**src/rtl/alu_uart_pkg.sv**
```systemverilog
// Shared constants for the UART-to-ALU glue stage:
// ALU opcodes, FSM state codes and default widths.
package alu_uart_pkg;

  localparam int DEF_SIZEDATA = 8;
  localparam int DEF_SIZEOP   = 6;

  localparam logic [5:0] OP_ADD = 6'b100000;
  localparam logic [5:0] OP_SUB = 6'b100010;
  localparam logic [5:0] OP_AND = 6'b100100;
  localparam logic [5:0] OP_OR  = 6'b100101;
  localparam logic [5:0] OP_XOR = 6'b100110;
  localparam logic [5:0] OP_NOR = 6'b100111;
  localparam logic [5:0] OP_SRA = 6'b000011;
  localparam logic [5:0] OP_SRL = 6'b000010;

  localparam int ST_W = 3;

  localparam logic [ST_W-1:0] ST_IDLE    = 3'd0;
  localparam logic [ST_W-1:0] ST_WAIT_B  = 3'd1;
  localparam logic [ST_W-1:0] ST_WAIT_OP = 3'd2;
  localparam logic [ST_W-1:0] ST_CALC    = 3'd3;
  localparam logic [ST_W-1:0] ST_SEND    = 3'd4;
  localparam logic [ST_W-1:0] ST_WAIT_TX = 3'd5;

  // States in which the inter-byte timeout counter is live
  function automatic logic st_waiting(
    input logic [ST_W-1:0] s
  );
    return (s == ST_WAIT_B) || (s == ST_WAIT_OP);
  endfunction

endpackage

```
**src/rtl/rise_detect.sv**
```systemverilog
// One-bit rising-edge detector with a single
// prior-sample register.
module rise_detect (
  input  logic clk_i,
  input  logic rst_ni,
  input  logic d_i,
  output logic rise_o
);

  logic d_q;

  always_ff @(posedge clk_i or negedge rst_ni) begin
    if (!rst_ni) begin
      d_q <= 1'b0;
    end else begin
      d_q <= d_i;
    end
  end

  assign rise_o = d_i & ~d_q;

endmodule

```
**src/rtl/alu_uart_interface.sv**
```systemverilog
// Collects A, B and opcode bytes from the UART, runs the ALU
// and hands the result to the UART transmitter.
module alu_uart_interface
  import alu_uart_pkg::*;
#(
  parameter int          SIZEDATA       = DEF_SIZEDATA,
  parameter int          SIZEOP         = DEF_SIZEOP,
  parameter int unsigned TIMEOUT_CYCLES = 65535,
  parameter int          TO_WIDTH       = 16
) (
  input  logic                i_clock,
  input  logic                i_reset,
  input  logic                i_rx_done,
  input  logic [SIZEDATA-1:0] i_rx_data,
  input  logic [SIZEDATA-1:0] i_alu_result,
  input  logic                i_tx_done,
  output logic [SIZEDATA-1:0] o_alu_a,
  output logic [SIZEDATA-1:0] o_alu_b,
  output logic [SIZEOP-1:0]   o_alu_op,
  output logic                o_tx_signal,
  output logic [SIZEDATA-1:0] o_tx_data,
  output logic                o_busy,
  output logic                o_timeout,
  output logic                o_drop
);

  localparam logic [TO_WIDTH-1:0] TO_LAST =
    TO_WIDTH'(TIMEOUT_CYCLES - 1);

  logic rx_ev;
  logic tx_ev;

  rise_detect u_rx_rise (
    .clk_i  (i_clock),
    .rst_ni (i_reset),
    .d_i    (i_rx_done),
    .rise_o (rx_ev)
  );

  rise_detect u_tx_rise (
    .clk_i  (i_clock),
    .rst_ni (i_reset),
    .d_i    (i_tx_done),
    .rise_o (tx_ev)
  );

  logic [ST_W-1:0]     state_q, state_d;
  logic [SIZEDATA-1:0] a_q, a_d;
  logic [SIZEDATA-1:0] b_q, b_d;
  logic [SIZEOP-1:0]   op_q, op_d;
  logic [SIZEDATA-1:0] res_q, res_d;
  logic [TO_WIDTH-1:0] cnt_q, cnt_d;
  logic                to_q, to_d;
  logic                drop_q, drop_d;
  logic                waiting;
  logic                expire;

  assign waiting = st_waiting(state_q);

  // A byte arriving on the last count wins over the timeout
  assign expire = (TIMEOUT_CYCLES != 0) && waiting &&
                  !rx_ev && (cnt_q == TO_LAST);

  always_comb begin
    state_d = state_q;
    a_d     = a_q;
    b_d     = b_q;
    op_d    = op_q;
    res_d   = res_q;
    to_d    = 1'b0;
    drop_d  = 1'b0;
    cnt_d   = '0;

    if (waiting && !rx_ev && !expire) begin
      cnt_d = cnt_q + TO_WIDTH'(1);
    end

    unique case (state_q)
      ST_IDLE: begin
        if (rx_ev) begin
          a_d     = i_rx_data;
          state_d = ST_WAIT_B;
        end
      end
      ST_WAIT_B: begin
        if (rx_ev) begin
          b_d     = i_rx_data;
          state_d = ST_WAIT_OP;
        end else if (expire) begin
          to_d    = 1'b1;
          state_d = ST_IDLE;
        end
      end
      ST_WAIT_OP: begin
        if (rx_ev) begin
          op_d    = i_rx_data[SIZEOP-1:0];
          state_d = ST_CALC;
        end else if (expire) begin
          to_d    = 1'b1;
          state_d = ST_IDLE;
        end
      end
      ST_CALC: begin
        drop_d  = rx_ev;
        res_d   = i_alu_result;
        state_d = ST_SEND;
      end
      ST_SEND: begin
        drop_d  = rx_ev;
        state_d = ST_WAIT_TX;
      end
      ST_WAIT_TX: begin
        drop_d = rx_ev;
        if (tx_ev) begin
          state_d = ST_IDLE;
        end
      end
      default: begin
        state_d = ST_IDLE;
      end
    endcase
  end

  always_ff @(posedge i_clock or negedge i_reset) begin
    if (!i_reset) begin
      state_q <= ST_IDLE;
      a_q     <= '0;
      b_q     <= '0;
      op_q    <= '0;
      res_q   <= '0;
      cnt_q   <= '0;
      to_q    <= 1'b0;
      drop_q  <= 1'b0;
    end else begin
      state_q <= state_d;
      a_q     <= a_d;
      b_q     <= b_d;
      op_q    <= op_d;
      res_q   <= res_d;
      cnt_q   <= cnt_d;
      to_q    <= to_d;
      drop_q  <= drop_d;
    end
  end

  assign o_alu_a     = a_q;
  assign o_alu_b     = b_q;
  assign o_alu_op    = op_q;
  assign o_tx_data   = res_q;
  assign o_tx_signal = (state_q == ST_SEND);
  assign o_busy      = (state_q != ST_IDLE);
  assign o_timeout   = to_q;
  assign o_drop      = drop_q;

endmodule

```
**config.mk**
```make
export PLATFORM = sky130hd
export DESIGN_NAME = alu_uart_interface
export DESIGN_NICKNAME = d
export VERILOG_FILES = /design/src/rtl/alu_uart_pkg.sv /design/src/rtl/rise_detect.sv /design/src/rtl/alu_uart_interface.sv
export SDC_FILE = /design/constraint.sdc
export NUM_CORES = 1
export LEC_CHECK = 0
export CAP_MARGIN = 40
export CORE_MARGIN = 2
export CORE_UTILIZATION = 35
export DETAILED_ROUTE_END_ITERATION = 10
export PLACE_DENSITY = 0.62
export SLEW_MARGIN = 20
export SYNTH_ARGS = -nofsm -noshare
export SYNTH_HDL_FRONTEND = slang
export SYNTH_SLANG_ARGS = --single-unit
```
**constraint.sdc**
```tcl
create_clock -name i_clock -period 2.88 [get_ports i_clock]
set_clock_uncertainty 0.05 [all_clocks]
set_input_delay 0.576 -clock i_clock [delete_from_list [all_inputs] [get_ports i_clock]]
set_output_delay 0.576 -clock i_clock [all_outputs]
set_load 0.01 [all_outputs]
```
# Yosys cells after proc, flatten, opt, wreduce, memory -nomap -nowiden
# Cells that the tools add are included.
op_classes:
  add_sub_neg: 1
  multipliers: 0
  div_mod_pow: 0
  magnitude_cmp: 0
  eq_ne: 8
  n_shift: 0
  mux: 11
  bitwise: 4
  reduce_logical: 14
op_table:
  columns: ["cell", "n"]
  rows:
  - ["3-bit one-hot mux with 6 select lines", 1]
  - ["16-bit by 1-bit adder with 16-bit output (second input constant)", 1]
  - ["16-bit == test (second input constant)", 1]
  - ["16-bit two-way mux", 1]
  - ["3-bit two-way mux", 5]
  - ["2-bit AND reduction", 4]
  - ["3-bit by 2-bit == test with 1-bit output (second input constant)", 2]
  - ["3-bit == test (second input constant)", 2]
  - ["1-bit two-way mux", 4]
  - ["2-bit inequality test (second input constant)", 2]
  - ["3-bit by 1-bit == test with 1-bit output (second input constant)", 1]
  - ["1-bit logical AND", 3]
  - ["3-bit logical NOT", 1]
  - ["3-bit nonzero test", 1]
  - ["3-bit OR reduction", 1]
  - ["1-bit AND", 2]
  - ["1-bit logical NOT", 2]
  - ["1-bit NOT", 2]
  - ["2-bit OR reduction", 1]
  - ["1-bit logical OR", 1]
totals:
  reg_bits: 53
  latch_bits: 0
  mem_bits_rw: 0
  romBits: 0
  input_bits: 20
  out_inout_bits: 34
  wordCells: 48
  memories: 0

# Depth between registers and ports, before layout
# Gate-level depths: netlist (run 1).
logic_depth:
  ltp_word: 8
  mapped_depth: 7
  depth_no_buf: 6

# Cells and area by module
# Synthesis (run 1) repeated with hierarchy kept, for this count alone.
unflattened:
  hier_cells: 175
  area_unflattened_um2: 2260.9
modules_own_cells:
  columns: ["mod", "instances", "cells_per_inst", "area_per_inst_um2", "seq_area_each_um2"]
  rows:
  - ["alu_uart_interface", 1, 171, 2183.3, 1276.2]
  - ["rise_detect", 2, 2, 38.8, 25.0]

# Least setup slack after synthesis (run 1)
# Ideal clock, no wire load.
synth_path:
  path_kind: "input-to-reg"
  startpoint: "input i_rx_done"
  endpoint: "register op_q[0], in the netlist o_alu_op[0]"
  setup_ns: 0.125
  arrival_time_ns: 1.606
  required_ns: 2.705
  slack_ns: 1.099
  path_stages: 4
  n_path_buf: 1
  path_cell_list: "nor2b_1 > and3_1 > clkbuf_1 > mux2_2"
synth_via:
  elab_chain_cells: 2
synth_rtl:
  columns: ["item", "line_no", "text"]
  rows:
  - ["from (decl)", "alu_uart_interface.sv:13", "input logic i_rx_done,"]
  - ["1-bit AND", "rise_detect.sv:20", "assign rise_o = d_i & ~d_q;"]
  - ["2-bit AND reduction (no line)", null, null]
  - ["to (signal assigned)", "alu_uart_interface.sv:138", "op_q <= op_d;"]
  - ["to (decl)", "alu_uart_interface.sv:50", "logic [SIZEOP-1:0] op_q, op_d;"]
# No other way between the ends.
# A chain may end at the register's enable or synchronous reset.

# Worst setup path in the final report (run 1)
layout_path:
  startpoint: "register state_q[1]"
  endpoint: "output o_tx_signal"
layout_via:
  elab_chain_cells: 1
layout_rtl:
  columns: ["item", "line_no", "text"]
  rows:
  - ["from (decl)", "alu_uart_interface.sv:47", "logic [ST_W-1:0] state_q, state_d;"]
  - ["from (signal assigned)", "alu_uart_interface.sv:135", "state_q <= state_d;"]
  - ["3-bit == test", "alu_uart_interface.sv:150", "assign o_tx_signal = (state_q == ST_SEND);"]
  - ["to (decl)", "alu_uart_interface.sv:20", "output logic o_tx_signal,"]
# No other way between the ends.

==> run summary, run 1 <==
Yosys top cell area share = 0.5811
initial drt markers = 45
r2r startpoint = state_q[1]
Worst-Margin Slew = 464.5 ps
Slew Viols, Final = 0
antenna violations before repair = 0
ratio of cells with drive above 1 in the final layout = 0.2436
Power Internal = 0.001848 W
slowest cell on the critical path = clkdlybuf4s50_1
accumulated negative setup slack = 0 ps
first-pass GRT wire length = 7341 um
number of global-route vias before repair = 1482
core area = 0.006314 sq mm
area of the multi-input gates = 895.9 sq um
Max FO, Critical Path = 8
PD cells = 874.3 mW/mm^2
CP top delay family = buffers and inverters
std cell rows = 29
Clk pwr share = 0.199
Total GRT Usage = 0.1283
port buffer count = 53
die area = 0.007183 sq mm
clock latency on the worst-skew pair = 300 ps
vias per std cell = 4.865
sequential fraction of design power = 0.426
first-pass iteration count of the detailed router = 4
# resized after CTS = 0
most common cell after layout, fill and taps aside = dfrtp_1
Critical Path Source = state_q[1]
Hold Crit Class = input port to asynchronous set/reset pin
Fmax = 431.2 MHz
vias = 1513
n_diodes = 0
CTS tree = built
final non-filler cell total = 311
register area = 0.001326 sq mm
RSZ-0062 raised after global routing = false
I/O pin total = 54
GP Congestion = 0.7222
switching pwr = 0.0007736 W
Seq cells post-synth = 53
Num CTS Buffers = 5
Fillers = 593
GR Overflow Total = 0
clock root buffer master = clkbuf_8
post-synthesis cell type count = 33
leakage = 1.239 nW
top cells by area, synth = dfrtp_1, mux2_2, xnor2_1
Worst VDD drop = 0.3967 mV
required time worst endpoint = 2250 ps
combinational cell fraction of total power = 0.375
placed cells = 303
nets@finish = 255
largest net degree at the start of global routing = 28
remaining antenna violation count after routing = 0
Worst slew margin = 0.6894
Netlist Area Pre-Place = 0.002282 sq mm
CTS clock-pin slew for the worst setup and hold paths = 100 ps
Die Y = 84.75 um
H-tree depth = 2
initial core utilization = 0.3615
Startpoint Class = register
CP bufs+invs = 1
chip width = 84.75 um
Detailed Route WL = 4170 um
Max Cap Violations = 0
WL per Instance = 13.41 um
Worst Path Class, Setup = register to output pin
clk sinks = 53
Final HPWL DP = 3054 um
# hold bufs at CTS = 0
Mapped Nets = 199
synth-to-layout area growth = 31.36%
endpoints failing setup = 0
post-route minimum period = 2319 ps
Crit. End Element = output pin
Longest Clk Path Bufs = 2
residual DRC count = 0
Fin. Hold Viols = 0
Syn Inst Count = 177
most frequent cells in the layout = dfrtp_1, clkdlybuf4s50_1, mux2_2
Synth warnings = 0
Post CTS Setup Buffer Count = 0
sequential fraction of the synthesis area = 0.5811
status = completed
Avg Cell Area, Syn = 12.89 sq um
final worst path period share = 0.8053
worst-path cell chain = nand2b_1 > nor2_1 > clkdlybuf4s50_1
Yosys top cell by area = dfrtp_1
crit path DAT = 1690 ps
switching share of power = 0.2951
Slowest Stage Delay on Critical Path = 560 ps
## worst paths after layout
path,endpoint,slack (ps),cells after the start
setup / recovery,o_tx_signal,560,3
hold / removal,o_alu_op[3],60,1
setup reg to reg,o_alu_b[0],1050,4
hold reg to reg,o_alu_a[0],460,1
max in group asynchronous,cnt_q[3],2110,2
min in group i_clock,o_alu_a[0],460,1
## power groups by stage
stage | clock network [W] | logic, W | registers [W]
global placement | 0 | 0.000983 | 0.00114
finish | 0.000521 | 0.000984 | 0.00112
CTS | 0.000539 | 0.00100 | 0.00112
global route | 0.000573 | 0.00106 | 0.00115
floorplan | 0 | 0.000443 | 0.00118
detailed placement | 0 | 0.000998 | 0.00114
## cells by family after synthesis
logic type                 synth area share
and+or+nand+nor                      0.1612
DFF                                  0.5811
muxes                                0.1480
xor gates and xnor gates            0.05757
buffers and inverters               0.02632
AOI/OAI and AO/OA                   0.01481
adders and majority gates           0.01096
## sequential cells by signal, summed over array words and instances, names as in the netlist
register and cells:
o_alu_op 6, o_drop 1, o_alu_a 8, o_alu_b 8, u_tx_rise.d_q 1, state_q 3
cnt_q 16, u_rx_rise.d_q 1, o_tx_data 8, o_timeout 1
## through the flow
step	power [W]	hold slack, ps	utilization	area (sq um)	setup slack [ps]
global route	0.002792	56.61	0.4748	2998	458.4
floorplan	0.001626	230.4	-	2282	1099
CTS	0.002662	60.09	0.4748	2998	545.3
global placement	0.002120	398.2	0.4558	2878	475.9
finish	0.002621	60.67	0.4748	2998	560.7
detailed placement	0.002136	399.3	0.4558	2878	429.3
## area by class of cell
cell class,instances,area share
repair buffers,55,0.1803
clock buffers,6,0.02755
flip-flops and latches,53,0.4424
inverters,5,0.006260
multi-input cells,113,0.2988
well taps,77,0.03214
clock inverters,2,0.01252
## Yosys cell counts
| library cell | count |
|---|---|
| inv_1 | 5 |
| buf_12 | 1 |
| nor4b_1 | 1 |
| a21boi_0 | 1 |
| and2_1 | 1 |
| mux2_2 | 30 |
| and4_2 | 1 |
| nand4_1 | 6 |
| nor2b_1 | 2 |
| and3_1 | 2 |
| or3_1 | 1 |
| nor2_1 | 11 |
| nand3b_1 | 1 |
| nor3_1 | 2 |
| buf_2 | 2 |
| xnor2_1 | 9 |
| ha_1 | 2 |
| nor2_2 | 11 |
| xor2_1 | 6 |
| nor3b_1 | 1 |
| nand4_4 | 1 |
| a22o_1 | 1 |
| or4b_2 | 1 |
| nand3_1 | 5 |
| or4_4 | 1 |
| o211ai_1 | 1 |
| dfrtp_1 | 53 |
| nand2_1 | 6 |
| nand2b_1 | 1 |
| nand2_4 | 1 |
| nor4_1 | 5 |
| clkbuf_1 | 3 |
| a21oi_1 | 2 |
## metal layers
layer | vias to the layer above | share of wire | GRT usage
met1 | 742 | 0.46 | 0.1723
met4 | 0 | 0.013 | 0.04762
met2 | 40 | 0.47 | 0.1976
met5 | - | 0 | 0
li1 | 727 | - | -
met3 | 4 | 0.054 | 0.03736
Power figures use the tool's default switching activity.
==> inputs of run 2 (changes only) <==
PLACE_DENSITY = 0.64   (was 0.62)
clock period = 2 ns   (was 2.88 ns; I/O delays follow)
==> run summary, run 2 (synthesized netlist as in run 1, its figures left out) <==
Worst Path Class, Setup = register to output pin
WL per Instance = 13.33 um
Startpoint Class = register
Place WS = -165.5 ps
Max Cap Violations = 0
vias = 1541
final instance area = 0.003052 sq mm
Worst slew margin = 0.7002
clock root buffer master = clkbuf_8
PD cells = 1204 mW/mm^2
max FFs per register = 16
nets@finish = 265
initial drt markers = 42
Fin. Hold Viols = 1
die area = 0.007183 sq mm
largest reg by FF count = cnt_q
status = finished, violations left
antenna violations before repair = 0
first-pass iteration count of the detailed router = 4
M1 WL = 2002 um
Fmax = 530.1 MHz
first-pass GRT wire length = 7445 um
synth-to-layout area growth = 33.72%
Fillers = 592
endpoints failing setup = 0
std cell rows = 29
violated checks = negative hold slack
Max FO, Critical Path = 8
residual DRC count = 0
initial core utilization = 0.3615
core area = 0.006314 sq mm
leakage = 1.280 nW
Setup WS post-layout = 113.7 ps
Die Y = 84.75 um
n_diodes = 0
Worst VDD drop = 0.6537 mV
wire length on met2 = 1973 um
placed cell area = 0.002965 sq mm
required time worst endpoint = 1550 ps
RSZ-0062 raised after global routing = false
# hold bufs at CTS = 0
clk sinks = 53
Total GRT Usage = 0.1286
Hold Crit Class = input port to asynchronous set/reset pin
vias per std cell = 4.801
remaining antenna violation count after routing = 0
most common cell after layout, fill and taps aside = dfrtp_1
Crit. End Element = output pin
Post CTS Setup Buffer Count = 0
Longest Clk Path Bufs = 2
GP Congestion = 0.7777
crit path DAT = 1440 ps
number of global-route vias before repair = 1538
Slew Viols, Final = 0
wire length on met3 = 244 um
largest net degree at the start of global routing = 54
I/O pin total = 54
final worst path period share = 0.9431
clock latency on the worst-skew pair = 310 ps
most frequent cells in the layout = dfrtp_1, clkdlybuf4s50_1, mux2_2
CTS clock-pin slew for the worst setup and hold paths = 90 ps
Worst-Margin Slew = 448.3 ps
post-route minimum period = 1886 ps
chip width = 84.75 um
port buffer count = 53
GR Overflow Total = 0
Num CTS Buffers = 5
CTS tree = built
Final HPWL DP = 2974 um
top sig layer = met4
worst hold margin = -0.01443 ps
ratio of cells with drive above 1 in the final layout = 0.2787
Detailed Route WL = 4279 um
H-tree depth = 2
-- run 2: cell types whose count changed in the layout (fill, tap and decap cells not counted), sizes merged --
cell | previous run | this run
inv | 5 | 6
bufinv | 1 | 0
dlygate4sd2 | 0 | 2
buf | 3 | 13
clkinvlp | 1 | 0
clkdlybuf4s50 | 52 | 50
clkinv | 0 | 1
-- run 2: path summary, 6_finish.rpt --
kind | start | to | slack (ps) | cells past startpoint
worst max-delay path | state_q[1] | o_busy | 110 | 2
worst min-delay path | i_reset | cnt_q[3] | -0.01 | 2
worst max register to register | cnt_q[1] | state_q[0] | 250 | 5
worst min register to register | o_tx_data[4] | o_tx_data[4] | 460 | 1
max in group asynchronous | i_reset | state_q[1] | 1630 | 2
min in group i_clock | o_tx_data[4] | o_tx_data[4] | 460 | 1
-- run 2: power breakdown --
group	internal, W	total (W)	switching, W
Clock	0.000250	0.000608	0.000357
Sequential	0.00140	0.00159	0.000188
Combinational	0.000885	0.00148	0.000594
-- run 2: metal layers --
metal / GRT usage / up-vias
li1: - / 751
met1: 0.1747 / 752
met2: 0.1969 / 33
met3: 0.04228 / 5
met4: 0.03896 / 0
met5: 0 / -
-- run 2: critical path, stage by stage, from the launching register on --
cell and delay, ps:
dfrtp_2 470, or3_1 360, dlygate4sd2_1 300
-- run 2: timing repair --
action / CTS / global route
endpoints found under the hold margin: 0 / 0
setup endpoints to repair: 2 / 0
resized for setup: 4 / 0
-- run 2: area by class of cell --
cell class                      count  area [sq um]  area share
Clock inverter                      2         13.76    0.004510
Clock buffer                        6         72.57     0.02378
Inverter                            5         18.77    0.006150
Multi-Input combinational cell    113         895.9      0.2936
Tap cell                           77         96.34     0.03157
Timing Repair Buffer               65         625.6      0.2050
Sequential cell                    53          1329      0.4354
-- run 2: through the flow --
step | cells | total power, W | TNS, ps | hold slack [ps] | util
3_5_place_dp | 313 | 0.003128 | -1856 | 362.7 | 0.4697
4_1_cts | 321 | 0.003730 | 0 | 17.36 | 0.4834
5_1_grt | 321 | 0.003902 | 0 | 24.16 | 0.4834
2_1_floorplan | 177 | 0.002341 | 0 | 54.41 | -
3_3_place_gp | 313 | 0.003097 | -1221 | 364.1 | 0.4697
6_report | 321 | 0.003675 | 0 | -0.01443 | 0.4834
==> RTL edit: new RTL, config.mk and constraints of run 2 <==
`a_q`, `b_q`, `op_q` and `res_q` no longer have a reset.
--- a/src/rtl/alu_uart_interface.sv
+++ b/src/rtl/alu_uart_interface.sv
@@ -125,8 +125,4 @@
     if (!i_reset) begin
       state_q <= ST_IDLE;
-      a_q     <= '0;
-      b_q     <= '0;
-      op_q    <= '0;
-      res_q   <= '0;
       cnt_q   <= '0;
       to_q    <= 1'b0;
@@ -134,12 +130,15 @@
     end else begin
       state_q <= state_d;
-      a_q     <= a_d;
-      b_q     <= b_d;
-      op_q    <= op_d;
-      res_q   <= res_d;
       cnt_q   <= cnt_d;
       to_q    <= to_d;
       drop_q  <= drop_d;
     end
+  end
+
+  always_ff @(posedge i_clock) begin
+    a_q   <= a_d;
+    b_q   <= b_d;
+    op_q  <= op_d;
+    res_q <= res_d;
   end
 
Behaviour: not the same (Yosys sat finds a counterexample within 4 cycles, from zero or initial values and one cycle with i_reset low).
==> RTL edit against run 2 <==
Synthesized cell count fell by 17%. Sequential cell count did not move. Count of clock-buffer cells in the layout did not move. Critical path depth did not move. Design area fell by 9.6%. First-iteration DRC count rose by 14%. Fmax fell by 0.15%. Wire length fell by 16%. Worst setup slack got worse by 2.8 ps. Die area fell by 10%. Largest cell class unchanged. Synthesized area fell by 11%.
Power is not compared: it rests on default switching activity, and its combinational part moved more than twofold at a synthesized area within 25%.
==> RTL edit: results (changes against run 2) <==
| Metric | Value |
|---|---|
| Sequential Power Share | `54.8%` |
| Max incr delay on CP | `470 ps (about the same)` |
| Arrival time at the worst endpoint | `1440 ps (about the same)` |
| Mux contribution to synthesized area | `0% (-15 points)` |
| Nets | `229 (-14%)` |
| Worst flop-to-flop path endpoint | `cnt_q[15]$_DFF_PN0_` |
| Compound-Gate Fraction of Synth Area | `1.47% (-0.0079 points)` |
| Syn_nets | `169 (-15%)` |
| Adder-Cell Fraction of Synth Area | `1.23% (+0.13 points)` |
| Initial antenna violation count | `0 (unchanged)` |
| Met2 WL | `1650 um (-16%)` |
| Dpl hpwl | `2590 um (-13%)` |
| WL met1 | `1670 um (-17%)` |
| GRT met3 Usage | `3.37% (-0.86 points)` |
| Met3 Wirelength | `251 um (+2.9%)` |
| P_leak | `1.03 nW` |
| Switch share | `27.8%` |
| Global-route wire length before repair | `6130 um (-18%)` |
| Clock Pin Slew Worst Setup and Hold Paths | `90 ps (about the same)` |
| VDD IR-drop max | `0.465 mV` |
| Layout cells sized above 1 | `8.17% (-20 points)` |
| FF-to-FF Start | `cnt_q[0]$_DFF_PN0_` |
| CP Max Fanout | `8 (unchanged)` |
| Synth cell types | `29 (-12%)` |
| R2R setup slack | `190 ps (-60 ps)` |
| Status | `completed` |
| Synth Flop Type | `edfxtp_1` |
| Warnings from Yosys | `0 (unchanged)` |
| Wire per inst | `12.9 um (-3.5%)` |
| Post-CTS Setup Inserts | `0 (unchanged)` |
| Sequential area share after synthesis | `72.4% (+14 points)` |
| Largest net degree at the start of global routing | `24 (-56%)` |
| Top cells by count, synth | `edfxtp_1, dfrtp_1, nor2_1` |
| Port buffer count | `53 (unchanged)` |
| Reg2reg path depth | `6 (+1)` |
| Slowest stage cell, crit path | `dfrtp_2` |
| GR Util met1 | `16.0% (-1.5 points)` |
| Cts bufs inserted | `5 (unchanged)` |
| Cts repair resizes | `3 (-1)` |
| GPL Wtd Cong | `0.776 (-0.28%)` |
| CP Capture Point | `o_busy` |
| Least-Margin Pin Slew | `316 ps (-132 ps)` |
| Top sig layer | `met4` |
| Routing usage on met2 | `20.3% (+0.65 points)` |
| Synth async-reset ratio | `43.4% (-57 points)` |
| Via Count | `1313 (-15%)` |
| DR iter-0 viols | `48 (+14%)` |
| Reg with most FFs | `cnt_q` |
| Top cells by area, synth | `edfxtp_1, dfrtp_1, xor2_1, nor2_1, nand4_1` |
| Total GRT Usage | `12.3% (-0.59 points)` |
| Worst Setup SP | `state_q[0]$_DFFE_PN0P_` |
| Logic power comb | `0.513 mW` |
| # rows | `27 (-6.9%)` |
| Family with the most delay on the worst path | `flip-flops` |
| Xor/xnor share of the synthesized area | `6.44% (+0.69 points)` |
| Total iterations of the first detailed-routing run | `4 (unchanged)` |
| EDFF count, synth | `30 (+30)` |
==> RTL edit: cell count changes after synthesis, moves of 9 or more <==
cell | run 2 | this run
nor2_1 | 11 | 20
dfrtp_1 | 53 | 23
nor2_2 | 11 | 0
edfxtp_1 | 0 | 30
mux2_2 | 30 | 0
==> RTL edit: layout make-up <==
cell class / count / area (um2)
clock buffer: 6 / 72.6
clock inverter: 2 / 15.0
fill: 488 / 2820
inverter: 4 / 15.0
multi-input combinational: 84 / 515
sequential: 53 / 1480
tap: 72 / 90.1
timing repair buffer: 59 / 573
==> RTL edit: stage by stage <==
stage / total power, mW / setup WS (ps) / instance area, um2 / cells / hold WS [ps]
after floorplan: 1.64 / 137 / 2040 / 147 / 54.4
after global placement: 1.87 / 151 / 2670 / 272 / 450
after detailed placement: 1.88 / 140 / 2670 / 272 / 456
after CTS: 2.45 / 95.7 / 2760 / 280 / 400
after global routing: 2.57 / 69.3 / 2760 / 280 / 429
final: 2.41 / 111 / 2760 / 280 / 399
